[config.mk]
export PLATFORM = sky130hd
export DESIGN_NAME = mult_dot_acc
export DESIGN_NICKNAME = d
export VERILOG_FILES = /design/src/rtl/mult_pkg.sv /design/src/rtl/mult_dot_acc.sv
export SDC_FILE = /design/constraint.sdc
export NUM_CORES = 1
export LEC_CHECK = 0
export ABC_CLOCK_PERIOD_IN_PS = 2200
export CORE_MARGIN = 4
export CORE_UTILIZATION = 25
export CTS_BUF_LIST = sky130_fd_sc_hd__clkbuf_4
export CTS_CLUSTER_DIAMETER = 60
export DETAILED_ROUTE_END_ITERATION = 16
export PLACE_DENSITY = 0.54
export SLEW_MARGIN = 5
export SYNTH_ARGS = -nofsm -noshare
export SYNTH_HDL_FRONTEND = slang
export SYNTH_SLANG_ARGS = --single-unit
[constraint.sdc]
create_clock -name clk -period 2.2 [get_ports clk]
set_input_delay 0.33 -clock clk [delete_from_list [all_inputs] [get_ports clk]]
set_output_delay 0.33 -clock clk [all_outputs]
set_load 0.02 [all_outputs]
[src/rtl/mult_pkg.sv]
// Shared definitions for the multiply/dot-product wrapper and its tree multiplier.
// Latency: n/a (types, defaults and width helper only).
// Backpressure: n/a.
package mult_pkg;

    localparam int DEF_W   = 4;
    localparam int DEF_LEN = 4;

    // ACC collects products of the current vector, DONE holds the finished result.
    typedef enum logic {
        ACC  = 1'b0,
        DONE = 1'b1
    } state_t;

    // Worst case sum is LEN*(2^W-1)^2, which always fits in 2W + clog2(LEN) bits.
    function automatic int acc_width(input int w, input int len);
        return 2 * w + $clog2(len);
    endfunction

endpackage

[src/rtl/mult_dot_acc.sv]
// Registers operand pairs onto an external multiplier and accumulates products into one dot-product result per vector.
// Latency: last element accepted at edge k gives out_valid after edge k+1; 1 element/cycle within a vector.
// Backpressure: in_ready drops once a last element is taken and stays low until the result handshakes on out_valid/out_ready.
module mult_dot_acc
    import mult_pkg::*;
#(
    parameter  int W     = DEF_W,
    parameter  int LEN   = DEF_LEN,
    localparam int ACC_W = acc_width(W, LEN),
    localparam int CNT_W = $clog2(LEN + 1)
) (
    input  logic             clk,
    input  logic             rst_n,
    input  logic             clr,
    input  logic             in_valid,
    output logic             in_ready,
    input  logic [W-1:0]     in_x,
    input  logic [W-1:0]     in_y,
    input  logic             in_last,
    output logic [W-1:0]     mul_x,
    output logic [W-1:0]     mul_y,
    input  logic [2*W-1:0]   mul_o,
    output logic             out_valid,
    input  logic             out_ready,
    output logic [ACC_W-1:0] out_acc,
    output logic [CNT_W-1:0] out_cnt
);

    state_t           r_state;
    state_t           w_state_nxt;
    logic             r_s1_v;
    logic             r_s1_last;
    logic [W-1:0]     r_mul_x;
    logic [W-1:0]     r_mul_y;
    logic [CNT_W-1:0] r_icnt;
    logic [ACC_W-1:0] r_acc;
    logic [ACC_W-1:0] w_acc_nxt;
    logic [CNT_W-1:0] r_cnt;
    logic [CNT_W-1:0] w_cnt_nxt;
    logic             w_accept;
    logic             w_s1_last_nxt;

    // A last element sitting in stage 1 blocks intake until its result is consumed.
    assign in_ready      = (r_state == ACC) && !(r_s1_v && r_s1_last);
    assign w_accept      = in_valid && in_ready;
    // Vectors longer than LEN are split: element LEN is treated as last.
    assign w_s1_last_nxt = in_last || (r_icnt == CNT_W'(LEN - 1));

    assign mul_x     = r_mul_x;
    assign mul_y     = r_mul_y;
    assign out_valid = (r_state == DONE);
    assign out_acc   = r_acc;
    assign out_cnt   = r_cnt;

    // Stage 1: capture the operand pair onto the multiplier inputs and track position in the vector.
    always_ff @(posedge clk or negedge rst_n) begin
        if (!rst_n) begin
            r_s1_v    <= 1'b0;
            r_s1_last <= 1'b0;
            r_mul_x   <= '0;
            r_mul_y   <= '0;
            r_icnt    <= '0;
        end else if (clr) begin
            r_s1_v    <= 1'b0;
            r_s1_last <= 1'b0;
            r_icnt    <= '0;
        end else if (w_accept) begin
            r_mul_x   <= in_x;
            r_mul_y   <= in_y;
            r_s1_v    <= 1'b1;
            r_s1_last <= w_s1_last_nxt;
            r_icnt    <= w_s1_last_nxt ? '0 : r_icnt + CNT_W'(1);
        end else begin
            r_s1_v    <= 1'b0;
            r_s1_last <= 1'b0;
        end
    end

    // Stage 2 state and result registers.
    always_ff @(posedge clk or negedge rst_n) begin
        if (!rst_n) begin
            r_state <= ACC;
            r_acc   <= '0;
            r_cnt   <= '0;
        end else begin
            r_state <= w_state_nxt;
            r_acc   <= w_acc_nxt;
            r_cnt   <= w_cnt_nxt;
        end
    end

    // Stage 2 next state: add the product in ACC, hold the result in DONE until it is taken; clr wins over everything.
    always_comb begin
        w_state_nxt = r_state;
        w_acc_nxt   = r_acc;
        w_cnt_nxt   = r_cnt;
        if (clr) begin
            w_state_nxt = ACC;
            w_acc_nxt   = '0;
            w_cnt_nxt   = '0;
        end else begin
            case (r_state)
                ACC: begin
                    if (r_s1_v) begin
                        w_acc_nxt = r_acc + ACC_W'(mul_o);
                        w_cnt_nxt = r_cnt + CNT_W'(1);
                        if (r_s1_last) begin
                            w_state_nxt = DONE;
                        end
                    end
                end
                DONE: begin
                    if (out_ready) begin
                        w_state_nxt = ACC;
                        w_acc_nxt   = '0;
                        w_cnt_nxt   = '0;
                    end
                end
                default: w_state_nxt = ACC;
            endcase
        end
    end

endmodule

==> results.cfg <==
[synthesis]
synth_async_sr_flop_share_pct = 100
synth.net_count = 190
ys_seq_area_share_pct = 47.1
post_synthesis_instance_area_sq_um = 1430
synth_edf_count = 0
syn_inst = 156
synth_seq_cells = 27
syn-mean-instance-area_sq_um = 9.19
yosysWarnings = 0
synth_flop_cell = dfrtp_1
yosysUniqueCellTypes = 30

[floorplanning]
core-area_sq_um = 5540
dieHeight_um = 83.7
rows = 27
floorplan.initialDensity_pct = 25.9
die_area_sq_um = 7010
floorplan.die.width_um = 83.7
floorplan.io_pins = 45

[cts]
clock_sink_count = 27
postCtsSetupBuffers = 0
cts.htree.levels = 1
cts_max_path_buffers = 2
worst_setup_hold_path_clk_slew_ns = 0.18
worst_skew_pair.late_latency_ns = 0.34
cts_tree = yes
root_buffer = clkbuf_4
numCtsBuffers = 3

[place]
port_buffers = 44
final_hpwl_dp_mm = 2.71
gp_congestion = 0.872

[timing]
finClkSkew_ns = 0.0181
setup_viol_count_final = 0
post-route-period-util_pct = 88.6
grt_setup_unrepaired = false
report.final.slew_viol_count = 0
worst_pin_slew_ns = 0.461
timing.final.crit_period_ns = 1.95
final_hold_viol_count = 0
fmaxAchievable_mhz = 513
max-slew-margin-rel_pct = 69.3

[layout]
final_common_cell = nand2_1
multi_input_area_sq_um = 721
most-common-layout-cells = nand2_1 (44), clkdlybuf4s50_1 (43), dfrtp_1 (27)
final_nets = 244
area_growth_syn_to_layout_pct = 42.2
share_of_final_layout_standard_cells_stronger_than_drive_strength_1_pct = 6.70
antenna-diode-count = 0
register_area_sq_um = 676
final_util_pct = 36.8
final.fill_count = 588

[drt]
drt-vias-per-instance = 4.50
avgRoutedWirePerCell_um = 12.4
initialDrtViolationCount = 44
drt.antenna.violating_nets = 0
residual_drc = 0
num_vias = 1265
drt_pass_1_iters = 4
drt-total-wl_mm = 3.48

[global_routing]
global_route_wire_length_before_repair_mm = 5.91
grt_pass1_vias = 1309
globalRouteTotalUtil_pct = 10.3
initial_antenna_violation_count = 0
grt.overflow.total = 0
largest_net_degree_at_the_start_of_global_routing = 28

[power]
power_dissipated_by_switching_net_loads_mw = 0.394
irDropWorstVdd_v = 0.000392
comb_power_share_pct = 32.0
internal_power_mw = 0.805
p_clk_share_pct = 20.2
fin_total_pwr_mw = 1.20
power_frac_seq_pct = 47.8
powerDensity_nw_per_um2 = 588
power.switching_fraction_pct = 32.9
leakagePower_nw = 0.931

[outcome]
outcome = finished, final reports clean

[worst_setup_path]
r2r_start = out_acc[0]
arrival_ns = 2.17
r2r_slack_ns = 0.29
timing.critical_path.to_type = flip-flop
reg2regPathDepth = 8
critical_path_class = in2reg
critPathLaunchType = input pin
r2r-end = out_acc[8]
worst-path-max-fanout = 2
timing.critical_path.required_ns = 2.43

[flow_run]
timing.max_cap.violations = 0

[hold_path]
min_path_type = in2async
[through the flow]
stage,instance area [sq um],hold WS (ns),TNS (ns),setup slack [ns],cells
finish,2040,0.328,0,0.251,281
floorplan,1430,0.0344,0,0.268,156
global placement,2010,0.459,-0.0310,-0.0258,277
global route,2040,0.341,0,0.141,281
detailed placement,2010,0.466,-0.181,-0.118,277
CTS,2040,0.322,0,0.0768,281
[cell usage after synthesis (2+ instances only)]
cell	n	area share (%)
nand2_1	44	12
dfrtp_1	27	47
o21ai_0	14	4.9
ha_1	11	9.6
a21oi_1	9	3.1
nor2_1	8	2.1
inv_1	7	1.8
nand2b_1	5	2.2
xor2_1	4	2.4
a21o_1	2	1.0
a21oi_2	2	1.2
a32o_1	2	1.4
and2_1	2	0.87
nor2b_1	2	0.87
o22ai_1	2	0.87
[layer usage]
layer  global-route usage [%]  wire length [um]  vias up  part of all wire [%]
met3                     5.03               383        4                    11
met1                     12.2              1540      578                    44
met4                     2.78                51        0                   1.5
met5                        0                 0        -                     0
met2                     16.6              1510       48                    43
li1                         -                 -      635                     -
[registers in the layout, summed over array words and instances, names as in the netlist]
register and count:
r_s1_v 1, mul_y 4, mul_x 4, out_cnt 3, out_valid 1, r_s1_last 1, r_icnt 3, out_acc 10
[power groups by stage]
| stage | Clock [mW] | Sequential, mW | Combinational [mW] |
|---|---|---|---|
| 3_5_place_dp | 0 | 0.583 | 0.389 |
| 3_3_place_gp | 0 | 0.583 | 0.390 |
| 6_report | 0.242 | 0.573 | 0.384 |
| 5_1_grt | 0.270 | 0.581 | 0.429 |
| 4_1_cts | 0.257 | 0.575 | 0.391 |
| 2_1_floorplan | 0 | 0.631 | 0.150 |
[worst max-delay path by stage]
stage,start,end,slack (ns),cells past startpoint
after floorplan,out_acc[3],out_acc[7],0.27,6
final,mul_o[0],out_acc[8],0.25,9
after CTS,r_s1_v,in_ready,0.08,2
after detailed placement,mul_o[0],out_acc[8],-0.12,9
after global placement,mul_o[0],out_acc[8],-0.03,9
after global routing,out_acc[0],out_acc[8],0.14,8
[layout make-up]
| class | instances | area share (%) |
|---|---|---|
| multi-input combinational | 120 | 35.3 |
| sequential | 27 | 33.1 |
| timing repair buffer | 51 | 24.3 |
| tap | 72 | 4.42 |
| inverter | 7 | 1.29 |
| clock buffer | 3 | 1.10 |
| clock inverter | 1 | 0.429 |
[kinds of logic after synthesis]
family	Yosys count	synth area share (%)
simple gates	66	20.1
mux	1	0.698
fa+ha+maj	12	11.0
flops	27	47.1
xor+xnor	5	3.05
compound gates	36	15.4
buf+inv	9	2.62
[worst max-delay path, stage by stage]
cell             delay [ns]
clkdlybuf4s50_1        0.46
ha_1                   0.17
inv_1                  0.06
fa_1                   0.38
nand2b_1               0.17
a21oi_1                0.19
o21ai_0                0.16
a21oi_1                0.17
o22ai_1                0.09
[timing repair]
| action | 4_1_cts | 5_1_grt |
|---|---|---|
| setup endpoints to repair | 0 | 1 |
| hold buffers | 0 | 0 |
| gates resized for setup | 0 | 1 |
(Power assumes the default switching activity.)
